[src/rtl/api_slave.sv]
// api_slave: chip-side responder for the load/sck/mosi/miso API daisy chain
module api_slave #(
   parameter int         WORK_BITS = 736,
   parameter int         RES_DEPTH = 4,
   parameter logic [7:0] CHIP_ID   = 8'h00
) (
   input  logic                 clk,
   input  logic                 rst,
   input  logic                 load,
   input  logic                 sck,
   input  logic                 mosi,
   output logic                 miso,
   output logic                 work_vld,
   output logic [WORK_BITS-1:0] work_dat,
   input  logic                 work_rdy,
   input  logic                 res_wr_en,
   input  logic [31:0]          res_din,
   output logic                 res_full,
   output logic [1:0]           err,
   input  logic                 err_clr
);
   localparam int              AW       = $clog2(RES_DEPTH);
   localparam int              LW       = $clog2(RES_DEPTH) + 1;
   localparam logic [9:0]      FULL_CNT = 10'(WORK_BITS);
   localparam logic [LW-1:0]   DEPTH    = LW'(RES_DEPTH);

   typedef enum logic [1:0] {ARM, IDLE, SHIFT, LATCH} state_t;
   state_t state, state_nxt;

   logic [2:0]           load_sy, sck_sy;
   logic [1:0]           mosi_sy;
   logic                 load_rise, load_fall, sck_rise, sck_fall;
   logic [WORK_BITS-1:0] sr;
   logic [9:0]           bit_cnt;
   logic [7:0]           frame_cnt;
   logic [31:0]          mem [RES_DEPTH];
   logic [AW-1:0]        wr_ptr, rd_ptr;
   logic [LW-1:0]        level, level_nxt;
   logic                 pop, pop_ok, push_ok, latch_full;
   logic [31:0]          head, status;
   logic [1:0]           err_set;

   assign load_rise  = load_sy[1] & ~load_sy[2];
   assign load_fall  = ~load_sy[1] & load_sy[2];
   assign sck_rise   = sck_sy[1] & ~sck_sy[2];
   assign sck_fall   = ~sck_sy[1] & sck_sy[2];
   assign pop        = (state == IDLE) & load_fall;
   assign pop_ok     = pop & (level != '0);
   assign push_ok    = res_wr_en & ~res_full;
   assign head       = (level != '0) ? mem[rd_ptr] : 32'h0;
   assign level_nxt  = level + LW'(push_ok) - LW'(pop_ok);
   assign status     = {CHIP_ID, 5'd0, 3'(level_nxt), 8'd0, frame_cnt};
   assign latch_full = (state == LATCH) & (bit_cnt == FULL_CNT);
   assign err_set    = {res_wr_en & res_full, latch_full & ~work_rdy};

   // Two-flop pin synchronizers; the third stage keeps the previous synced value for edge detection
   always_ff @(posedge clk or posedge rst)
      if (rst) begin
         load_sy <= '0;
         sck_sy  <= '0;
         mosi_sy <= '0;
      end else begin
         load_sy <= {load_sy[1:0], load};
         sck_sy  <= {sck_sy[1:0], sck};
         mosi_sy <= {mosi_sy[0], mosi};
      end

   // State register; reset parks in ARM so a frame cut by reset is never latched
   always_ff @(posedge clk or posedge rst)
      if (rst) state <= ARM;
      else     state <= state_nxt;

   // Next-state logic for the frame sequencer
   always_comb begin
      state_nxt = state;
      case (state)
         ARM:     if (load_sy[1]) state_nxt = IDLE;
         IDLE:    if (load_fall)  state_nxt = SHIFT;
         SHIFT:   if (load_rise)  state_nxt = LATCH;
         default: state_nxt = IDLE;
      endcase
   end

   // Result FIFO storage
   always_ff @(posedge clk)
      if (push_ok) mem[wr_ptr] <= res_din;

   // Result FIFO pointers, fill level and registered full flag
   always_ff @(posedge clk or posedge rst)
      if (rst) begin
         wr_ptr   <= '0;
         rd_ptr   <= '0;
         level    <= '0;
         res_full <= 1'b0;
      end else begin
         if (push_ok) wr_ptr <= wr_ptr + 1'b1;
         if (pop_ok)  rd_ptr <= rd_ptr + 1'b1;
         level    <= level_nxt;
         res_full <= (level_nxt == DEPTH);
      end

   // Shift path, miso pass-through, frame hand-off and sticky errors
   always_ff @(posedge clk or posedge rst)
      if (rst) begin
         sr        <= '0;
         bit_cnt   <= '0;
         miso      <= 1'b1;
         frame_cnt <= '0;
         work_vld  <= 1'b0;
         work_dat  <= '0;
         err       <= '0;
      end else begin
         work_vld <= latch_full & work_rdy;
         err      <= (err & ~{2{err_clr}}) | err_set;
         if (latch_full & work_rdy) begin
            work_dat  <= sr;
            frame_cnt <= frame_cnt + 1'b1;
         end
         if (state == SHIFT) begin
            if (sck_rise) begin
               sr <= {sr[WORK_BITS-2:0], mosi_sy[1]};
               if (bit_cnt != FULL_CNT) bit_cnt <= bit_cnt + 1'b1;
            end
            if (sck_fall) miso <= sr[WORK_BITS-1];
         end else if (pop) begin
            bit_cnt <= '0;
            sr      <= {head, status, sr[WORK_BITS-65:0]};
            miso    <= head[31];
         end else miso <= 1'b1;
      end
endmodule

[config.mk]
export PLATFORM = sky130hd
export DESIGN_NAME = api_slave
export DESIGN_NICKNAME = d
export VERILOG_FILES = /design/src/rtl/api_slave.sv
export SDC_FILE = /design/constraint.sdc
export NUM_CORES = 2
export LEC_CHECK = 0
export CORE_MARGIN = 1.5
export CORE_UTILIZATION = 40
export CTS_BUF_LIST = sky130_fd_sc_hd__clkbuf_2 sky130_fd_sc_hd__clkbuf_4 sky130_fd_sc_hd__clkbuf_8
export CTS_CLUSTER_SIZE = 14
export DETAILED_ROUTE_END_ITERATION = 16
export GPL_TIMING_DRIVEN = 0
export PLACE_DENSITY_LB_ADDON = 0.12
export SLEW_MARGIN = 20
export SYNTH_ARGS = -nofsm -noshare
export SYNTH_HDL_FRONTEND = slang
export SYNTH_SLANG_ARGS = --single-unit
[constraint.sdc]
create_clock -name clk -period 100.8 [get_ports clk]
set_clock_uncertainty 0.1 [all_clocks]
set_input_delay 10.08 -clock clk [delete_from_list [all_inputs] [get_ports clk]]
set_output_delay 10.08 -clock clk [all_outputs]
set_load 0.1 [all_outputs]
==> impl_metrics.yaml <==
outcome:
  status: "completed"
clock_network:
  holdBufCountCts: 0
  cts-resized-gates: 0
  clk_pin_slew_worst_paths_ps: 60
  cts_root_buf: "clkbuf_8"
  post_cts_buffers: 0
  clk_latency_ps: 940
  cts_num_sinks: 1640
  cts_tree: "built"
  cts_made_buffers: 299
  clockBufferDepth: 4
  h-tree-depth: 5
die:
  die_area_sq_mm: 0.161
  initial_utilization: 0.404
  core_sq_mm: 0.157
  die_y_microns: 401
  ios: 781
  die_x_microns: 401
  rows: 145
global_routing:
  grt_pass1_vias: 39695
  grt_max_degree: 105
  grt_use_total: 0.199
  grt_pass1_wl_mm: 248
  antenna_found_initial: 5
  grt_overflow_total: 0
logic_synthesis:
  syn_nets: 5028
  synth_top_area_cell: "dfrtp_1"
  synth_seq_cells: 1640
  syn_inst: 4974
  synth-async-reset-ratio: 0.922
  synth_edf_count: 128
  synth_flop_cell: "dfrtp_1"
  yosys_warnings: 0
  netlist_top_cells_area: "dfrtp_1 (60%), nand2_1 (12%), mux2_4 (9.5%)"
  synthesis.area_sq_mm: 0.0634
  synth_commonest_cells: "nand2_1 (2037), dfrtp_1 (1511), mux2_4 (400)"
  synth.distinct_cells: 48
  synth_most_common_cell: "nand2_1"
  ys_seq_area_frac: 0.658
  yosysTopAreaCellShare: 0.597
  synth.avg_cell_area_sq_um: 12.7
pwr:
  leakagePower_uw: 0.0398
  max-vdd-ir-drop_mv: 0.0123
  power.density_mw_per_mm2: 18.0
sta:
  tightest_slew_ps: 1200
  hold_violations: 0
  maxSlewHeadroom: 0.199
  fin_crit_ps: 12870
  finalMaxSlewViolations: 0
  finalCritPeriodShare: 0.128
  rsz0062_at_grt: "false"
  fin_tns_setup_ps: 0
  fmax_mhz: 77.7
  setup_violations: 0
critical_path:
  path_delay_family: "buffers and inverters"
  max_stage_delay_ps: 1210
  crit_buf_inv: 1
  crit_chain: "clkdlybuf4s50_1"
  crit_arrival_ps: 2690
  crit_path_top_delay_cell: "clkdlybuf4s50_1"
  worst-setup-path-type: "reg2out"
  cp_max_fo: 2
  end_kind: "primary output"
  worstPathRequired_ps: 90620
  worstSetupStartpointType: "register"
routing:
  route.detailed.drc: 0
  routedWlPerCell_microns: 19.3
  vias: 39510
  dr.first_iter.drc_count: 2258
  dr.pass1.iters: 5
  ant_nets: 0
  via_per_inst: 4.74
  drt_wl_total_mm: 161
placement:
  dp_hpwl_mm: 113
  io_buffers: 780
  place.gp.congestion: 0.798
hold_path:
  hold_class: "reg2reg"
cells_and_area:
  final_core_util: 0.512
  multiInputGateArea_sq_mm: 0.0198
  drive_above_1_share: 0.221
  fillers: 13843
  ff_latch_area_sq_mm: 0.0417
  fin_nets: 6130
  syn_to_final_growth_pct: 26.5
flow_run:
  maxCapViolCount: 0
## per-layer routing
layer,share of wire,global-route usage
met2,0.47,0.311
met1,0.43,0.255
met4,0.029,0.0660
met5,0.00015,0
met3,0.079,0.0720
## power breakdown
group / total (uW) / switching [uW] / internal [uW]
Sequential: 701 / 12.6 / 689
Clock: 630 / 268 / 363
Combinational: 110 / 71.4 / 38.5
Total: 1440 / 352 / 1090
## worst paths after layout
kind / start / slack [ps] / to / depth (start not counted)
setup reg to reg: state[0] / 97070 / sr[631] / 9
setup / recovery: miso / 87930 / miso / 1
min in group asynchronous: rst / 9510 / sr[205] / 2
hold / removal: load_sy[0] / 250 / load_sy[1] / 0
hold reg to reg: load_sy[0] / 250 / load_sy[1] / 0
max in group asynchronous: rst / 89020 / work_dat[564] / 6
## worst register-to-register path, delay by kind of cell, from the launching register on
family	cells	cell delay (ps)
adders and majority gates	1	220
buffers and inverters	5	2360
DFF	1	420
and+or+nand+nor	3	570
## state kept, by name, indices dropped and copies added, names as in the netlist, 2 cells and up
| register | flops |
|---|---|
| load_sy | 3 |
| mem | 128 |
| frame_cnt | 8 |
| wr_ptr | 2 |
| state | 2 |
| level | 3 |
| sr | 736 |
| mosi_sy | 2 |
| sck_sy | 3 |
| rd_ptr | 2 |
| bit_cnt | 10 |
| err | 2 |
| work_dat | 736 |
## through the flow
stage                     worst slack, ps  hold slack [ps]  instance area [sq um]  power [uW]  std cells
after global routing                87830              269                  80200        1510       8332
after global placement              29290              234                  73700         823       7812
after floorplan                     47970              231                  63400         788       4974
after detailed placement            87780              235                  74200         826       7833
after CTS                           87790              251                  80200        1470       8330
final                               87930              247                  80200        1440       8332
## cells by family after synthesis
logic type	synth area share
AND/OR/NAND/NOR	0.128
flip-flops	0.658
multiplexers	0.168
buffers and inverters	0.0297
AO/OA/AOI/OAI	0.0114
XOR/XNOR	0.00271
adder cells (fa/ha/maj)	0.00288
## placed cells by master, fill, tap and decap left out, drive strengths merged, types with 2 or more instances in the layout
cell              n
a21oi            49
mux2            737
clkinvlp          5
clkbuf          643
nand2          2037
a22o             21
edfxtp          128
clkinv           25
a22oi            32
buf             126
diode             2
nor3              8
mux4             32
or4               2
inv              17
ha               13
or3               2
clkdlybuf4s50   763
and2              4
nand4             4
xor2              7
nand3             3
nor2             58
xnor2            10
nor4              2
nor2b             2
o21ai             3
mux2i            11
dfrtp          1511
## area by class of cell
cell class	count	share of cell area
antenna	2	0.0000624
tap	2058	0.0321
clock inverter	31	0.00237
sequential	1640	0.520
inverter	17	0.000905
clock buffer	466	0.0719
timing repair buffer	801	0.103
multi-input combinational	3052	0.247
buffer	265	0.0226
(Power assumes the default switching activity.)
